$ cat src/rtl/module_types.sv
// rtl/module_types.sv - shared CDB record type, FU port indices and widths
package module_types;

  localparam int CDB_N_FU     = 4;
  localparam int CDB_ROB_ID_W = 6;
  localparam int CDB_AREG_W   = 5;
  localparam int CDB_PREG_W   = 7;
  localparam int CDB_DATA_W   = 32;

  typedef struct packed {
    logic                    valid;
    logic [CDB_ROB_ID_W-1:0] ROB_id;
    logic [CDB_AREG_W-1:0]   commit_arch_rd_addr;
    logic [CDB_PREG_W-1:0]   commit_phys_rd_addr;
    logic [CDB_DATA_W-1:0]   data;
  } cdb_output_t;

  typedef enum logic [$clog2(CDB_N_FU)-1:0] {
    FU_ALU = 0,
    FU_MUL = 1,
    FU_DIV = 2,
    FU_BR  = 3
  } fu_port_e;

endpackage

$ cat src/rtl/cdb_arbiter_if.sv
// rtl/cdb_arbiter_if.sv - functional-unit side of the CDB: result records and stalls
interface cdb_arbiter_if #(
  parameter int N_FU = module_types::CDB_N_FU
);

  module_types::cdb_output_t [N_FU-1:0] fu_cdb_info;
  logic [N_FU-1:0]                      fu_stall;

  modport master (output fu_cdb_info, input fu_stall);
  modport slave  (input fu_cdb_info, output fu_stall);

endinterface

$ cat src/rtl/rr_priority_pick.sv
// rtl/rr_priority_pick.sv - rotate requests by ptr, find first, map back to a port
module rr_priority_pick #(
  parameter int N = 4,
  parameter int W = $clog2(N)
) (
  input  logic [N-1:0] req_i,
  input  logic [W-1:0] ptr_i,
  output logic [N-1:0] grant_o,
  output logic [W-1:0] idx_o,
  output logic         any_o
);

  logic [N-1:0] rot;
  logic [W-1:0] first;

  // ptr_i < N and offsets < N, so one conditional subtract is a full modulo
  function automatic int wrap(input int v);
    return (v >= N) ? v - N : v;
  endfunction

  always_comb begin
    rot     = '0;
    first   = '0;
    any_o   = 1'b0;
    grant_o = '0;
    idx_o   = '0;
    for (int j = 0; j < N; j++) begin
      rot[j] = req_i[W'(wrap(int'(ptr_i) + j))];
    end
    for (int j = N - 1; j >= 0; j--) begin
      if (rot[j]) begin
        first = W'(j);
        any_o = 1'b1;
      end
    end
    if (any_o) begin
      idx_o          = W'(wrap(int'(ptr_i) + int'(first)));
      grant_o[idx_o] = 1'b1;
    end
  end

endmodule

$ cat src/rtl/cdb_arbiter.sv
// rtl/cdb_arbiter.sv - CDB arbiter, one broadcast per cycle; CDB_ARB_RR_EN selects round-robin
module cdb_arbiter import module_types::*; #(
  parameter int N_FU  = CDB_N_FU,
  parameter int SRC_W = $clog2(N_FU)
) (
  input  logic             clk,
  input  logic             rst,
  cdb_arbiter_if.slave     fu,
  output cdb_output_t      cdb_out,
  output logic [SRC_W-1:0] cdb_src
);

  logic [N_FU-1:0]  req;
  logic [N_FU-1:0]  grant;
  logic [SRC_W-1:0] win_idx;
  logic [SRC_W-1:0] pick_ptr;
  logic             any_grant;
  cdb_output_t      win_rec;
  cdb_output_t      cdb_out_q, cdb_out_d;
  logic [SRC_W-1:0] cdb_src_q, cdb_src_d;

  for (genvar gi = 0; gi < N_FU; gi++) begin : g_req
    assign req[gi] = fu.fu_cdb_info[gi].valid;
  end

  rr_priority_pick #(.N(N_FU), .W(SRC_W)) u_pick (
    .req_i   (req),
    .ptr_i   (pick_ptr),
    .grant_o (grant),
    .idx_o   (win_idx),
    .any_o   (any_grant)
  );

  assign fu.fu_stall = req & ~grant;

`ifdef CDB_ARB_RR_EN
  logic [SRC_W-1:0] rr_ptr_q, rr_ptr_d;

  always_comb begin
    rr_ptr_d = rr_ptr_q;
    if (any_grant) begin
      rr_ptr_d = (win_idx == SRC_W'(N_FU - 1)) ? '0 : win_idx + SRC_W'(1);
    end
  end

  always_ff @(posedge clk) begin
    if (rst) rr_ptr_q <= '0;
    else     rr_ptr_q <= rr_ptr_d;
  end

  assign pick_ptr = rr_ptr_q;
`else
  assign pick_ptr = '0;
`endif

  // x0 writes still complete in the ROB, only the data is suppressed
  always_comb begin
    win_rec = fu.fu_cdb_info[win_idx];
    if (win_rec.commit_arch_rd_addr == '0) win_rec.data = '0;
    cdb_out_d = '0;
    cdb_src_d = '0;
    if (any_grant) begin
      cdb_out_d = win_rec;
      cdb_src_d = win_idx;
    end
  end

  always_ff @(posedge clk) begin
    if (rst) begin
      cdb_out_q <= '0;
      cdb_src_q <= '0;
    end else begin
      cdb_out_q <= cdb_out_d;
      cdb_src_q <= cdb_src_d;
    end
  end

  assign cdb_out = cdb_out_q;
  assign cdb_src = cdb_src_q;

  // a stalled unit owns the only copy of its result, so it must not change it
  for (genvar gi = 0; gi < N_FU; gi++) begin : g_hold_chk
    a_hold_stable: assert property (@(posedge clk) disable iff (rst)
      fu.fu_stall[gi] |=> (fu.fu_cdb_info[gi] == $past(fu.fu_cdb_info[gi])));
  end

endmodule
$ cat src/flat_wrapper.sv
// flat-port wrapper written by rule: the top's interface ports become plain ports
module cdb_arbiter_flat import module_types::*;
#(
  parameter int N_FU  = CDB_N_FU,
  parameter int SRC_W = $clog2(N_FU)
)
  (clk, rst, cdb_out, cdb_src, fu_fu_cdb_info, fu_fu_stall);
  cdb_arbiter_if #(.N_FU(N_FU)) fu_i ();
  input  logic clk;
  input  logic rst;
  output cdb_output_t cdb_out;
  output logic [SRC_W-1:0] cdb_src;
  input wire logic [$bits(fu_i.fu_cdb_info)-1:0] fu_fu_cdb_info;
  output wire logic [$bits(fu_i.fu_stall)-1:0] fu_fu_stall;
  assign fu_i.fu_cdb_info = fu_fu_cdb_info;
  assign fu_fu_stall = fu_i.fu_stall;
  cdb_arbiter #(.N_FU(N_FU), .SRC_W(SRC_W)) u_core (.clk(clk), .rst(rst), .fu(fu_i), .cdb_out(cdb_out), .cdb_src(cdb_src));
endmodule
$ cat config.mk
export PLATFORM = sky130hd
export DESIGN_NAME = cdb_arbiter_flat
export DESIGN_NICKNAME = d
export VERILOG_FILES = /design/src/rtl/module_types.sv /design/src/rtl/cdb_arbiter_if.sv /design/src/rtl/rr_priority_pick.sv /design/src/rtl/cdb_arbiter.sv /design/src/flat_wrapper.sv
export SDC_FILE = /design/constraint.sdc
export NUM_CORES = 1
export LEC_CHECK = 0
export CORE_AREA = 3 3 101 103
export DETAILED_ROUTE_END_ITERATION = 7
export DIE_AREA = 0 0 104 106
export PLACE_DENSITY = 0.73
export SLEW_MARGIN = 10
export SYNTH_ARGS = -nofsm -noshare
export SYNTH_HDL_FRONTEND = slang
export SYNTH_SLANG_ARGS = --single-unit
$ cat constraint.sdc
create_clock -name clk -period 2.1 [get_ports clk]
set_input_delay 0.42 -clock clk [delete_from_list [all_inputs] [get_ports clk]]
set_output_delay 0.42 -clock clk [all_outputs]
set_load 0.03 [all_outputs]
# == Word-level counts from Yosys, hierarchy flattened ==
# Cells that the tools add are included.
# Widths: inputs -> output; s select.
# totals
register_bits,53
input_bits,206
output_inout_bits,57
elab_cells,29
# classes
add_sub_neg,1
order_cmp,4
n_mux,11
n_bitwise,3
reduce_logical,4
# ops
cell,n
$bmux 51 s2,1
$mux 51,1
$mux 2,4
$lt 2x3->1 const B,2
$logic_not 5->1,1
$and 4x4->4,1
$mux 4,1
$not 4->4,1
$ge 2x3->1 const B,1
$mux 1,3
$reduce_or 3->1,1
$demux 1 s2,1
$ge 2x1->1 const B,1
$reduce_or 2->1,1
$sub 2x1->2 const B,1
$logic_and 1x1->1,1
$not 1->1,1

# == Logic depth before layout (Yosys ltp) ==
# depth
ltp_word,11
mapped_depth,5

# == Hierarchy ==
# From an unflattened synthesis, not the netlist that was laid out.
# unflattened
cells_unflattened,262
area_unflattened_um2,3129.3
# modules_own_cells
mod,n_inst,cells_per_inst,area_per_inst_um2,seq_area_each_um2
cdb_arbiter,1,222,2834.0,1061.0
rr_priority_pick,1,40,295.3,0.0

# == Worst setup path after synthesis ==
# Ideal clock, no wire load.
# synth_timing
path_type,in2reg
from,input port fu_fu_cdb_info[50]
to,register u_core.cdb_out_q (netlist bit u_core.cdb_out[0])
arrival_ps,1480
setup_slack_ps,490
stages,5
path_cell_list,buf_4 > or4b_1 > nor3_4 > buf_6 > nor3_1
# synth_between
elab_chain_cells,8
word_cells_on_any_way,11
cone_classes,add/sub: 1; order compare: 1; mux: 6; bitwise: 1; reduce/logical: 2
# synth_lines
element,line,text
"start, declared",flat_wrapper.sv:13,input wire logic [$bits(fu_i.fu_cdb_info)-1:0] fu_fu_cdb_info;
$mux 2,rr_priority_pick.sv:31,if (rot[j]) begin
$ge 2x3->1 / $sub 2x1->2 (equally long branches),rr_priority_pick.sv:18,return (v >= N) ? v - N : v;
$mux 2,rr_priority_pick.sv:18,
$mux 2,rr_priority_pick.sv:36,if (any_o) begin
$bmux 51 s2,cdb_arbiter.sv:58,win_rec = fu.fu_cdb_info[win_idx];
$mux 51 (implied by the code),cdb_arbiter.sv:58,
$logic_not 5->1,cdb_arbiter.sv:59,if (win_rec.commit_arch_rd_addr == '0) win_rec.data = '0;
$reduce_or 3->1 (no line),--,
"end signal, assigned",cdb_arbiter.sv:73,cdb_out_q <= cdb_out_d;
"end, declared",cdb_arbiter.sv:19,"cdb_output_t cdb_out_q, cdb_out_d;"
# Parallel ways exist; a longest one is shown, timed or not. The select of a mux whose other input is x is not followed.
# A chain may end at the register's enable or synchronous reset.

# == Final worst setup path ==
# layout_timing
from,register u_core.cdb_out_q (netlist bit u_core.cdb_out[28])
to,output port cdb_out[28] in the netlist's numbering
# layout_rtl
element,line,text
"end, declared",flat_wrapper.sv:11,output cdb_output_t cdb_out;
# No word-level cell between the ends.

==> summary.txt <==
status -> finished clean
initial antenna violation count -> 0
ANT cells -> 0
max-cap violations -> 0
first-pass GRT wire length -> 10590 um
Hold-fix buffers, CTS -> 0
Final Hold Viols -> 0
post-DP HPWL -> 5486 um
Area Growth Syn to Fin -> 92.81%
pre-CTS WS -> 0.02291 ns
worst path cell trace -> clkdlybuf4s50_1
syn_area_per_cell -> 10.83 um^2
Cell Rows -> 35
Total Routed Length -> 6720 um
Pwr Density -> 640.0 nW/um^2
Syn Std Cell Area -> 1949 um^2
Final setup violation count -> 0
dominant cells by area after synthesis -> dfxtp_1 (53%), mux2i_1 (26%), nor3_1 (8.2%)
slack of the critical path -> 0.3378 ns
CP max stage delay -> 0.69 ns
RSZ-0062 raised after global routing -> false
share of layout cells above drive strength 1 -> 5.389%
placed cells -> 455
Clk pin slew, worst setup/hold paths -> 0.10 ns
flops & latches, synth -> 52
Die ar. -> 11020 um^2
drt drc -> 0
CTS sink cnt -> 52
Die X -> 104 um
CTS-repair resized insts -> 0
deepest clock path buffer count -> 2
CP Class -> reg2out
Die Ht -> 106 um
Ys Warns -> 0
IO Port Bufs -> 156
RD Place Congestion -> 0.7044
core area -> 9284 um^2
startpoint class of the critical path -> register
Worst Min Path Start -> fu_fu_cdb_info[50]
Crit path max-delay family -> buffers and inverters
Worst Setup End Kind -> primary output
final setup TNS -> 0 ns
Peak VDD IR -> 0.0003121 V
final period utilization -> 83.92%
switching share of power -> 26.82%
Sw Pwr -> 0.0006453 W
root buffer cell -> clkbuf_8
Tot Pwr -> 0.002406 W
Sequential Power Share -> 44.5%
total setup buffers inserted after CTS -> 0
WP data required -> 1.68 ns
Post-Place Cell Area -> 3643 um^2
worst hold path endpoint -> u_core.cdb_src[0]$_SDFF_PP0_
Min Clock Period, post-route -> 1.762 ns
CTS tree -> yes
vias per cell -> 4.099
CTS buffer count -> 5
Crit. Startpoint -> u_core.cdb_out[28]$_SDFF_PP0_
Post-Layout Cell Count -> 463
cell accounting for the most synthesized area -> dfxtp_1
drt first pass iters -> 4
post-synth cell types -> 14
max-slew violation count -> 0
internal power component -> 0.001760 W
Total GRT Usage -> 11.95%
sequential share of the synthesized area -> 53.40%
top cell type's share of synthesized area -> 53.40%
Critical Path Fanout Max -> 1
HP Class -> in2reg
Final ANT Viol Nets -> 0
combinational fraction of design power -> 26.4%
worst path arrival time -> 1.34 ns
DR iter-0 viols -> 40
slowest cell on the critical path -> clkdlybuf4s50_1
Starting Density -> 21.00%
final instance area -> 3759 um^2
vias in the first global route -> 1944
Bufs and invs on worst path -> 1
pin count of the biggest net entering global routing -> 40
remaining global-route overflow -> 0
H-tree depth reported by CTS -> 2
Gate Count Post-Synth -> 180
Routed WL per cell -> 14.51 um
nets -> 539
Hold Path Stages -> 3
clock power share -> 29.1%
vias -> 1898
Leak Pwr -> 1.532 nW
# IOs -> 263
Max Clk Rate -> 567.5 MHz
==> flip-flops by register name, summed over array words and instances, names as in the netlist <==
| signal | flops |
|---|---|
| u_core.cdb_src | 1 |
| u_core.cdb_out | 51 |
==> cells in the final DEF (no fill, tap or decap) <==
| master | instances |
|---|---|
| clkdlybuf4s50_1 | 154 |
| dfxtp_1 | 52 |
| mux2i_1 | 50 |
| nor3_1 | 32 |
| nor2_1 | 22 |
| clkbuf_8 | 5 |
| buf_4 | 5 |
| buf_12 | 3 |
| conb_1 | 2 |
| and2_1 | 1 |
| or4b_1 | 1 |
| nor3_4 | 1 |
| nor4_1 | 1 |
| a21o_1 | 1 |
| inv_6 | 1 |
| bufinv_16 | 1 |
| clkinvlp_4 | 1 |
| buf_2 | 1 |
==> per-stage QoR <==
stage	util (%)	hold slack, ns
final	40.49	0.6165
after global routing	40.49	0.6285
after CTS	40.49	0.6159
after detailed placement	39.25	0.8404
after global placement	39.25	0.8404
after floorplan	-	0.5358
==> routing by layer <==
metal / vias up / track usage, % / routed length (um)
li1: 917 / - / -
met1: 868 / 14.15 / 2765
met2: 111 / 19.96 / 3158
met3: 2 / 5.768 / 782
met4: 0 / 1.994 / 13
met5: - / 0 / 0
==> synth_stat cells <==
master    count
nor3_4        1
nor4_1        1
a21o_1        1
mux2i_1      50
clkbuf_1      5
dfxtp_1      52
nor2_1       22
buf_2         5
and2_1        1
nor3_1       32
buf_6         3
or4b_1        1
conb_1        1
buf_4         5
==> cell type report <==
cell class                 count  area (um^2)
clock buffer                   5        68.82
clock inverter                 3        46.29
fill                         934         5525
multi-input combinational    111        797.0
sequential                    52         1041
tap                          129        161.4
timing repair buffer         163         1644
==> how the worst max path moves through the flow <==
stage,to,slack [ns],cells past startpoint
floorplan,u_core.cdb_out[0]$_SDFF_PP0_,0.49,5
global placement,u_core.cdb_out[15]$_SDFF_PP0_,0.02,5
detailed placement,u_core.cdb_out[15]$_SDFF_PP0_,0.02,5
CTS,cdb_out[28],0.30,1
global route,cdb_out[28],0.26,1
finish,cdb_out[28],0.34,1
==> power groups by stage <==
stage	logic, W	registers [W]	clock network (W)
global route	0.000674	0.00108	0.000772
CTS	0.000644	0.00107	0.000737
floorplan	0.000145	0.00123	0
finish	0.000636	0.00107	0.000699
detailed placement	0.000642	0.00109	0
global placement	0.000633	0.00109	0
==> cells by family after synthesis <==
logic type / share of synthesized area (%)
buffers and inverters: 5.905
other: 0.1924
flip-flops: 53.40
AO/OA/AOI/OAI: 0.3853
multiplexers: 25.67
AND/OR/NAND/NOR: 14.44
Power figures use the tool's default switching activity.
